### config.mk
export PLATFORM = sky130hd
export DESIGN_NAME = ysyx_23060061_mem_arbiter
export DESIGN_NICKNAME = d
export VERILOG_FILES = /design/src/rtl/ysyx_23060061_mem_arbiter.sv
export SDC_FILE = /design/constraint.sdc
export NUM_CORES = 1
export LEC_CHECK = 0
export ABC_AREA = 1
export CAP_MARGIN = 20
export CORE_ASPECT_RATIO = 0.5
export CORE_MARGIN = 5
export CORE_UTILIZATION = 25
export CTS_BUF_LIST = sky130_fd_sc_hd__clkbuf_8
export CTS_CLUSTER_SIZE = 8
export DETAILED_ROUTE_END_ITERATION = 8
export GPL_ROUTABILITY_DRIVEN = 0
export HOLD_SLACK_MARGIN = 0.06
export PLACE_DENSITY = 0.54
export SLEW_MARGIN = 10
export SYNTH_ARGS = -nofsm -noshare
export SYNTH_HDL_FRONTEND = slang
export SYNTH_SLANG_ARGS = --single-unit
### constraint.sdc
create_clock -name clk -period 7.1 [get_ports clk]
set_clock_uncertainty 0.2 [all_clocks]
set_input_delay 1.42 -clock clk [delete_from_list [all_inputs] [get_ports clk]]
set_output_delay 1.42 -clock clk [all_outputs]
set_load 0.05 [all_outputs]
### src/rtl/ysyx_23060061_mem_arbiter.sv
// Two-master memory arbiter: the IFU and the LSU share one memory port.
// The LSU always wins a simultaneous request. Each transaction walks
// IDLE -> REQ -> RESP and holds the memory port until the owning master
// has accepted its response. A response timeout forces an error reply
// so that a silent memory cannot hang a master forever.
module ysyx_23060061_mem_arbiter #(
  parameter int unsigned TIMEOUT = 255
) (
  input  logic        clk,
  input  logic        rst,

  input  logic        ifu_req_valid,
  output logic        ifu_req_ready,
  input  logic [31:0] ifu_addr,
  output logic        ifu_resp_valid,
  input  logic        ifu_resp_ready,
  output logic [31:0] ifu_rdata,
  output logic        ifu_err,

  input  logic        lsu_req_valid,
  output logic        lsu_req_ready,
  input  logic        lsu_wen,
  input  logic [31:0] lsu_addr,
  input  logic [31:0] lsu_wdata,
  input  logic [3:0]  lsu_wmask,
  output logic        lsu_resp_valid,
  input  logic        lsu_resp_ready,
  output logic [31:0] lsu_rdata,
  output logic        lsu_err,

  output logic        mem_req_valid,
  input  logic        mem_req_ready,
  output logic        mem_wen,
  output logic [31:0] mem_addr,
  output logic [31:0] mem_wdata,
  output logic [3:0]  mem_wmask,
  input  logic        mem_resp_valid,
  input  logic [31:0] mem_rdata,
  input  logic        mem_err,

  output logic        busy
);

  typedef enum logic [1:0] {
    IDLE = 2'd0,
    REQ  = 2'd1,
    RESP = 2'd2
  } state_e;

  localparam logic [15:0] TimeoutLimit = 16'(TIMEOUT);

  state_e      state_q, state_d;
  logic        owner_q, owner_d;
  logic        reqWen_q, reqWen_d;
  logic [31:0] reqAddr_q, reqAddr_d;
  logic [31:0] reqWdata_q, reqWdata_d;
  logic [3:0]  reqWmask_q, reqWmask_d;
  logic [31:0] respData_q, respData_d;
  logic        respErr_q, respErr_d;
  logic        respPending_q, respPending_d;
  logic [15:0] timeoutCnt_q, timeoutCnt_d;

  logic        grantIfu;
  logic        grantLsu;
  logic        inReq;
  logic        respOut;
  logic        ownerHandshake;
  logic [15:0] timeoutCntInc;

  // Grant decode: only in IDLE and never while reset is held; LSU has priority.
  always_comb begin
    grantIfu = 1'b0;
    grantLsu = 1'b0;
    if (!rst && state_q == IDLE) begin
      grantLsu = lsu_req_valid;
      grantIfu = ifu_req_valid & ~lsu_req_valid;
    end
  end

  assign ifu_req_ready  = grantIfu;
  assign lsu_req_ready  = grantLsu;

  assign inReq          = (state_q == REQ);
  assign respOut        = (state_q == RESP) & respPending_q;
  assign ownerHandshake = respOut & (owner_q ? lsu_resp_ready : ifu_resp_ready);
  assign timeoutCntInc  = timeoutCnt_q + 16'd1;

  // Next-state logic: latch the winner's request, wait for memory, then buffer the reply.
  always_comb begin
    state_d       = state_q;
    owner_d       = owner_q;
    reqWen_d      = reqWen_q;
    reqAddr_d     = reqAddr_q;
    reqWdata_d    = reqWdata_q;
    reqWmask_d    = reqWmask_q;
    respData_d    = respData_q;
    respErr_d     = respErr_q;
    respPending_d = respPending_q;
    timeoutCnt_d  = timeoutCnt_q;

    case (state_q)
      IDLE: begin
        if (grantLsu) begin
          owner_d    = 1'b1;
          reqWen_d   = lsu_wen;
          reqAddr_d  = lsu_addr;
          reqWdata_d = lsu_wdata;
          reqWmask_d = lsu_wmask;
          state_d    = REQ;
        end else if (grantIfu) begin
          owner_d    = 1'b0;
          reqWen_d   = 1'b0;
          reqAddr_d  = ifu_addr;
          reqWdata_d = 32'd0;
          reqWmask_d = 4'd0;
          state_d    = REQ;
        end
      end

      REQ: begin
        if (mem_req_ready) begin
          timeoutCnt_d = 16'd0;
          state_d      = RESP;
        end
      end

      RESP: begin
        if (!respPending_q) begin
          if (mem_resp_valid) begin
            respData_d    = mem_rdata;
            respErr_d     = mem_err;
            respPending_d = 1'b1;
          end else begin
            timeoutCnt_d = timeoutCntInc;
            if (timeoutCntInc == TimeoutLimit) begin
              respData_d    = 32'd0;
              respErr_d     = 1'b1;
              respPending_d = 1'b1;
            end
          end
        end else if (ownerHandshake) begin
          respPending_d = 1'b0;
          state_d       = IDLE;
        end
      end

      default: begin
        state_d = IDLE;
      end
    endcase
  end

  // State and buffer registers; reset abandons any transaction in flight.
  always_ff @(posedge clk or posedge rst) begin
    if (rst) begin
      state_q       <= IDLE;
      owner_q       <= 1'b0;
      reqWen_q      <= 1'b0;
      reqAddr_q     <= 32'd0;
      reqWdata_q    <= 32'd0;
      reqWmask_q    <= 4'd0;
      respData_q    <= 32'd0;
      respErr_q     <= 1'b0;
      respPending_q <= 1'b0;
      timeoutCnt_q  <= 16'd0;
    end else begin
      state_q       <= state_d;
      owner_q       <= owner_d;
      reqWen_q      <= reqWen_d;
      reqAddr_q     <= reqAddr_d;
      reqWdata_q    <= reqWdata_d;
      reqWmask_q    <= reqWmask_d;
      respData_q    <= respData_d;
      respErr_q     <= respErr_d;
      respPending_q <= respPending_d;
      timeoutCnt_q  <= timeoutCnt_d;
    end
  end

  // Memory request fields are driven only while a request is outstanding.
  always_comb begin
    mem_req_valid = inReq;
    mem_wen       = inReq ? reqWen_q   : 1'b0;
    mem_addr      = inReq ? reqAddr_q  : 32'd0;
    mem_wdata     = inReq ? reqWdata_q : 32'd0;
    mem_wmask     = inReq ? reqWmask_q : 4'd0;
  end

  // Buffered response is steered to the owning master only.
  always_comb begin
    ifu_resp_valid = respOut & ~owner_q;
    lsu_resp_valid = respOut & owner_q;
    ifu_rdata      = ifu_resp_valid ? respData_q : 32'd0;
    ifu_err        = ifu_resp_valid ? respErr_q  : 1'b0;
    lsu_rdata      = lsu_resp_valid ? respData_q : 32'd0;
    lsu_err        = lsu_resp_valid ? respErr_q  : 1'b0;
  end

  assign busy = (state_q != IDLE);

endmodule

==> implementation parameters, run 1 <==
Parameter                              Value

Cells and area
  Antenna Diode Count    0
  Share of final-layout standard cells stronger than drive strength 1    0.0727
  Area growth from synthesis to layout    55.7%
  Multi-input combinational cell area    0.00261 mm2
  Fillers    2617
  Post-layout net count    1288
  Finished Core Util    0.394
  Combined flip-flop and latch cell area    0.00305 mm2

Setup path
  Critical path origin    rst
  Data required time of the worst path    5.48 ns
  Biggest cell delay along the critical path    0.86 ns
  Sequence of cells on the critical path    clkdlybuf4s50_1 -> clkinvlp_4 -> nand3_1 -> nor2_1 -> clkdlybuf4s50_1
  Worst reg2reg path startpoint    state_q[0]
  Buffers and inverters on the worst path    3
  Sort of element at the start of the critical path    primary input
  Arr. time, crit path    between 3 and 4 ns
  Crit Path Category    in2out
  Largest fanout on the critical path    3
  Worst setup EP type    output port
  Cell mode on critical path    sky130_fd_sc_hd__clkdlybuf4s50_1
  Kind of cell adding the most delay to the critical path    buffers and inverters
  Worst path slowest cell    sky130_fd_sc_hd__clkdlybuf4s50_1

Global route
  Number of antenna violations at the first check in global routing    0
  Via count of the first global-routing pass    6374
  Pin count of the biggest net entering global routing    83
  Leftover overflow at the end of global routing    0
  First-pass GRT wire length    33700 um
  GR Util All Layers    0.146

Drt
  Residual antenna-violating net count after detailed routing    0
  Drt total wl    22200 um
  DRC Markers    0
  Total iterations of the first detailed-routing run    4
  Via density per instance    roughly 4.2
  Final routed wire length divided by cell count    14.8 um
  Drt first-iter violations    362
  Vias post-DR    6361

Clocking
  Sinks on Clock Net    122
  Inserted Clock Buffers    17
  Source-to-sink clock delay at the later pin of the worst-skew pair    about 0.44 ns
  Number of instances resized during post-cts repair    0
  Clock-pin slew of the registers on the worst-case setup and hold paths    0.07 ns
  H-tree depth reported by CTS    4
  Maximum buffer depth of the clock tree    2
  CTS hold repair buffers    0
  Number of buffers inserted to repair setup after CTS    0
  Clock root buffer    sky130_fd_sc_hd__clkbuf_8
  TritonCTS clock tree    built

Min path
  Worst hold start    respData_q[26]
  Type of the tightest min-delay check    reg2reg

STA
  Final period demand of the worst path    approximately 4.7 ns
  Total setup violations reported at the end of the flow    0
  Unrepaired setup endpoints after global routing    no
  Worst slew margin relative to its limit    0.296
  Sum of negative setup slack    0 ns
  Pins Over Slew Limit    0
  Final worst-path cycle share    0.665
  Post-layout worst setup margin    ~2.4 ns
  Final Hold Violating Endpoints    0
  Max Clk Rate    212 MHz
  Worst Max-Slew Pin Slew    roughly 1.1 ns

Yosys
  Yosys synthesis warning count    0
  Ranking of synthesized cells by instance count    229 x sky130_fd_sc_hd__nand2_1, 188 x sky130_fd_sc_hd__nor2_1, 132 x sky130_fd_sc_hd__inv_1, 122 x sky130_fd_sc_hd__dfrtp_1, 53 x sky130_fd_sc_hd__o21ai_0
  Top cell type's share of synthesized area    0.478
  Share of flip-flops with an asynchronous set or reset    1.00
  Largest cells by area after synthesis    sky130_fd_sc_hd__dfrtp_1 48%, sky130_fd_sc_hd__nand2_1 13%, sky130_fd_sc_hd__nor2_1 11%, sky130_fd_sc_hd__inv_1 7.8%, sky130_fd_sc_hd__nand3_2 4.7%
  Count of cell types in the netlist    25
  Part of the Yosys area used for sequential elements    0.478
  Number of synthesized flops with an enable pin    0
  Gate count of the mapped netlist    879
  Top cell type by total area after synthesis    sky130_fd_sc_hd__dfrtp_1
  Most repeated cell in the gate-level netlist after synthesis    sky130_fd_sc_hd__nand2_1
  Net Count, Synth    a little over 1000
  Syn avg cell area    7.26 um2
  Most used flip-flop cell after synthesis    sky130_fd_sc_hd__dfrtp_1
  Synthesis-stage register bit count    122
  Cell area after technology mapping    around 0.0064 mm2

Placed design
  Count of input and output buffers    282
  Post-Place Setup Slack    between 1.5 and 2 ns
  Total half-perimeter wirelength after legalization and detailed placement    16500 um

Die
  I/O pin total    approximately 280
  Die span in y    roughly 120 um
  Effective utilization at floorplan    0.253
  Standard-cell row count    41
  Area inside the core boundary    0.0252 mm2
  DIE WIDTH    236 um
  Die area    0.0290 mm2

Pwr
  Static leakage    4.53 nW
  Maximum VDD drop    171 uV
  Sum of internal, switching and leakage power    ~3.6 mW
  Total power per unit cell area    358 mW/mm2

Run
  Max-capacitance violation count    0

Outcome
  Result of the run    finished, final reports clean
## per-stage QoR
stage,hold WS [ns],cells,cell area (um2)
floorplan,0.269,879,6390
global placement,0.287,1467,9500
detailed placement,0.294,1468,9530
CTS,0.312,1499,9910
global route,0.329,1500,9930
finish,0.307,1500,9930
## cells by family (layout without fill, tap and decap cells)
logic type / after synthesis / in the layout / share of synthesized area
AND/OR/NAND/NOR: 479 / 479 / 0.323
buffers and inverters: 183 / 460 / 0.114
flip-flops: 122 / 122 / 0.478
AO/OA/AOI/OAI: 91 / 91 / 0.0786
adder cells (fa/ha/maj): 2 / 2 / 0.00392
XOR/XNOR: 2 / 2 / 0.00275
## tightest hold or removal path: stages (launching register included)
cell and delay [ns]:
sky130_fd_sc_hd__dfrtp_1 0.36, sky130_fd_sc_hd__nand3_2 0.07, sky130_fd_sc_hd__nand2_1 0.05
## cell usage in the layout, fill, tap and decap left out, types with 2 or more instances in the layout
cell type / count
sky130_fd_sc_hd__o21ai_0: 53
sky130_fd_sc_hd__nor2_1: 188
sky130_fd_sc_hd__nand3_1: 19
sky130_fd_sc_hd__buf_16: 2
sky130_fd_sc_hd__bufinv_16: 2
sky130_fd_sc_hd__dfrtp_1: 122
sky130_fd_sc_hd__nand2_1: 228
sky130_fd_sc_hd__nand3_2: 30
sky130_fd_sc_hd__clkinvlp_4: 2
sky130_fd_sc_hd__clkbuf_8: 20
sky130_fd_sc_hd__inv_1: 134
sky130_fd_sc_hd__ha_1: 2
sky130_fd_sc_hd__clkinv_2: 3
sky130_fd_sc_hd__a31oi_1: 32
sky130_fd_sc_hd__nand4_1: 4
sky130_fd_sc_hd__clkdlybuf4s50_1: 281
sky130_fd_sc_hd__nor2_2: 2
sky130_fd_sc_hd__inv_2: 7
sky130_fd_sc_hd__nor2_4: 3
sky130_fd_sc_hd__nand2_2: 3
sky130_fd_sc_hd__o21ai_1: 2
sky130_fd_sc_hd__o22ai_1: 3
sky130_fd_sc_hd__buf_4: 7
## final timing paths
kind / end / slack (ns) / depth (start not counted)
setup / recovery: ifu_req_ready / 2.38 / 5
hold / removal: respData_q[26] / 0.31 / 2
setup reg to reg: reqAddr_q[25] / 3.91 / 8
max in group asynchronous: reqWdata_q[2] / 4.21 / 5
min in group asynchronous: reqAddr_q[30] / 1.28 / 3
hold reg to reg: respData_q[26] / 0.31 / 2
## power breakdown
group	switching (mW)	internal (mW)	total, mW
Combinational	1.17	0.587	1.76
Sequential	0.171	1.01	1.18
Clock	0.283	0.331	0.615
Total	1.63	1.93	3.56
## flip-flops by register name, summed over array words and instances, names as in the netlist
signal and flops:
reqWmask_q 4, timeoutCnt_q 16, reqAddr_q 32, reqWen_q 1
state_q 2, reqWdata_q 32, owner_q 1, respErr_q 1
respData_q 32, respPending_q 1
## metal layers
metal | track usage | up-vias | wire, um
li1 | - | 3195 | -
met1 | 0.171 | 3022 | 9200
met2 | 0.269 | 113 | 11800
met3 | 0.0272 | 31 | 615
met4 | 0.0551 | 0 | 633
met5 | 0 | - | 0
## final cells by class
type / instances / area share
Sequential cell: 122 / 0.307
Inverter: 138 / 0.0525
Timing Repair Buffer: 291 / 0.296
Clock buffer: 20 / 0.0277
Multi-Input combinational cell: 574 / 0.262
Tap cell: 344 / 0.0433
Clock inverter: 11 / 0.0107
No activity file was read; power rests on OpenSTA's default activity.
==> run 2, diff against run 1 <==
clock period = 4.46 ns   (was 7.1 ns; I/O delays follow)
==> run 2 against run 1 <==
Net effect: setup slack lost 2.1 ns; clock power grew 72%; design area grew 0.92%; die area is the same; wire length shrank 0.42%; combinational power grew 62%; count of clock-buffer cells in the layout grew 1; worst hold slack lost 0.0016 ns; cell count grew 0.47%; via count grew 0.96%.
==> implementation parameters, run 2 (synthesis gave the netlist of run 1 again) <==
Parameter                              Value

Outcome
  Result of the run    finished, final reports clean (unchanged)

Pwr
  Maximum VDD drop    177 uV (was 171 uV)
  Net switching power    2.63 mW (was 1.63 mW)
  Share of total power consumed by net switching    0.454 (was 0.458)
  Combinational cell fraction of total power    0.493 (was 0.495)
  Static leakage    4.57 nW (was 4.53 nW)
  Internal power component    3.16 mW (was 1.93 mW)
  Total power per unit cell area    578 mW/mm2 (was 358 mW/mm2)
  Clk pwr share    0.183 (was 0.173)
  Sum of internal, switching and leakage power    5.79 mW (was 3.56 mW)
  Power share of the sequential group    0.324 (was 0.332)

STA
  Max Clk Rate    239 MHz
  Worst slew margin relative to its limit    0.288 (was 0.296)
  Post-layout worst setup margin    0.280 ns (was 2.38 ns)
  Final worst-path cycle share    0.937
  Unrepaired setup endpoints after global routing    yes (was no)
  Final period demand of the worst path    4.18 ns
  Total setup violations reported at the end of the flow    0 (unchanged)
  Pins Over Slew Limit    0 (unchanged)
  Final Hold Violating Endpoints    0 (unchanged)
  Worst Max-Slew Pin Slew    1.07 ns (was 1.06 ns)
  Hold Worst Slack    0.305 ns (was 0.307 ns)
  Sum of negative setup slack    0 ns (unchanged)

Placed design
  Post-Place Setup Slack    0.800 ns (was 2.00 ns)
  Placement Cell Area    0.00952 mm2 (was 0.00953 mm2)
  Total half-perimeter wirelength after legalization and detailed placement    16400 um (was 16500 um)
  Count of input and output buffers    282 (unchanged)

Clocking
  Clock root buffer    sky130_fd_sc_hd__clkbuf_8 (unchanged)
  Clock-pin slew of the registers on the worst-case setup and hold paths    0.08 ns (was 0.07 ns)
  CTS hold repair buffers    0 (unchanged)
  TritonCTS clock tree    built (unchanged)
  Sinks on Clock Net    122 (unchanged)
  H-tree depth reported by CTS    4 (unchanged)
  Inserted Clock Buffers    17 (unchanged)
  Maximum buffer depth of the clock tree    2 (unchanged)
  Source-to-sink clock delay at the later pin of the worst-skew pair    0.46 ns (was 0.44 ns)

Global route
  Via count of the first global-routing pass    6493 (was 6374)
  GR Util All Layers    0.147 (was 0.146)
  First-pass GRT wire length    34000 um (was 33700 um)
  Peak-usage layer in the global routing report    met2 (unchanged)
  Number of antenna violations at the first check in global routing    0 (unchanged)
  Global Route met3 Usage    0.0279 (was 0.0272)
  Met2 usage in global routing    0.281 (was 0.269)
  Pin count of the biggest net entering global routing    82 (was 83)
  Met1 GRT Util    0.166 (was 0.171)
  Leftover overflow at the end of global routing    0 (unchanged)

Setup path
  Worst setup EP type    output port (unchanged)
  Biggest cell delay along the critical path    0.84 ns (was 0.86 ns)
  Largest fanout on the critical path    33 (was 3)
  Kind of cell adding the most delay to the critical path    buffers and inverters (unchanged)
  Buffers and inverters on the worst path    4 (was 3)
  Sort of element at the start of the critical path    flip-flop (was primary input)
  Cell mode on critical path    sky130_fd_sc_hd__nor2_1 (was sky130_fd_sc_hd__clkdlybuf4s50_1)
  Worst path slowest cell    sky130_fd_sc_hd__clkdlybuf4s50_1 (unchanged)
  Data required time of the worst path    3.37 ns (was 5.48 ns)
  Arr. time, crit path    3.09 ns (was 3.10 ns)
  Crit Path Category    reg2out (was in2out)
  Sequence of cells on the critical path    nor2_1 -> inv_1 -> nor2_1 -> inv_1 -> nor2_1 -> inv_1 -> nor2_1 -> clkdlybuf4s50_1 (was clkdlybuf4s50_1 -> clkinvlp_4 -> nand3_1 -> nor2_1 -> clkdlybuf4s50_1)

Drt
  DRC Markers    0 (unchanged)
  Drt first-iter violations    317 (was 362)
  Vias post-DR    6422 (was 6361)
  Total iterations of the first detailed-routing run    5 (was 4)
  Residual antenna-violating net count after detailed routing    0 (unchanged)
  Drt total wl    22100 um (was 22200 um)
  Via density per instance    4.26 (was 4.24)
  Final routed wire length divided by cell count    14.7 um (was 14.8 um)

Die
  Die area    0.0290 mm2 (unchanged)
  Effective utilization at floorplan    0.253 (unchanged)
  Area inside the core boundary    0.0252 mm2 (unchanged)
  I/O pin total    283 (unchanged)
  Standard-cell row count    41 (unchanged)
  DIE WIDTH    236 um (unchanged)
  Die span in y    123 um (unchanged)

Cells and area
  Total non-filler cell area in the finished layout    0.0100 mm2 (was 0.00993 mm2)
  Most common cell after layout, fill and taps aside    sky130_fd_sc_hd__clkdlybuf4s50_1 (unchanged)
  Post-layout net count    1293 (was 1288)
  Largest registers    reqAddr_q (32), reqWdata_q (32), respData_q (32) (unchanged)
  Most frequent cells in the layout    280 x sky130_fd_sc_hd__clkdlybuf4s50_1, 228 x sky130_fd_sc_hd__nand2_1, 187 x sky130_fd_sc_hd__nor2_1 (was 281 x sky130_fd_sc_hd__clkdlybuf4s50_1, 228 x sky130_fd_sc_hd__nand2_1, 188 x sky130_fd_sc_hd__nor2_1)
  Share of final-layout standard cells stronger than drive strength 1    0.0800 (was 0.0727)
  Area growth from synthesis to layout    57.1% (was 55.7%)

Run
  Max-capacitance violation count    0 (unchanged)

Min path
  Type of the tightest min-delay check    reg2reg (unchanged)
-- run 2: changes by cell type in the layout (fill, tap and decap cells not counted), sizes merged --
cell           previous run  this run
buf                      10        15
clkinvlp                  2         4
bufinv                    2         3
clkbuf                   20        21
clkdlybuf4s50           281       280
clkinv                    4         3
diode                     0         1
inv                     141       140
-- run 2: path summary, 6_finish.rpt --
path	depth (start not counted)	start	end	slack [ns]
setup / recovery	8	state_q[0]	ifu_rdata[22]	0.28
hold / removal	2	respData_q[29]	respData_q[29]	0.31
setup reg to reg	8	state_q[0]	reqAddr_q[7]	1.67
hold reg to reg	2	respData_q[29]	respData_q[29]	0.31
max in group asynchronous	5	rst	timeoutCnt_q[9]	2.16
min in group asynchronous	3	rst	reqWdata_q[28]	0.76
-- run 2: what timing repair did --
item	in CTS	in global routing
setup endpoints to repair	0	16
setup buffers	0	2
gates resized for setup	0	3
-- run 2: layout make-up --
type	instances	area [um2]
Antenna cell	1	2.50
Clock buffer	21	289
Clock inverter	11	128
Fill cell	2590	15200
Inverter	138	526
Multi-Input combinational cell	574	2610
Sequential cell	122	3050
Tap cell	344	430
Timing Repair Buffer	295	2980
Timing Repair inverter	1	7.51
-- run 2: per-layer routing --
metal | wire length [um] | vias to the layer above
li1 | - | 3208
met1 | 9000 | 3107
met4 | 389 | 0
met2 | 12200 | 87
met5 | 0 | -
met3 | 538 | 20
-- run 2: worst register-to-register path, delay by kind of cell, from the launching register on --
family	cells	cell delay, ns
simple gates	4	0.75
flops	1	0.40
compound gates	1	0.18
buf+inv	3	1.18
-- run 2: power by group through the flow --
stage | registers [mW] | logic [mW] | clock network (mW)
5_1_grt | 1.94 | 3.12 | 1.16
2_1_floorplan | 1.83 | 1.96 | 0
4_1_cts | 1.88 | 2.87 | 1.10
6_report | 1.88 | 2.85 | 1.06
3_3_place_gp | 1.88 | 2.83 | 0
3_5_place_dp | 1.90 | 2.86 | 0
-- run 2: stage by stage --
stage,util,std cells
after floorplan,-,879
after global placement,0.378,1469
after detailed placement,0.378,1469
after CTS,0.395,1501
after global routing,0.398,1506
final,0.398,1507
==> run 3, diff against run 2 <==
CTS_CLUSTER_SIZE = 20   (was 8)
==> results of run 3 <==
The final DEF is identical to that of run 2; final timing and power are the same.
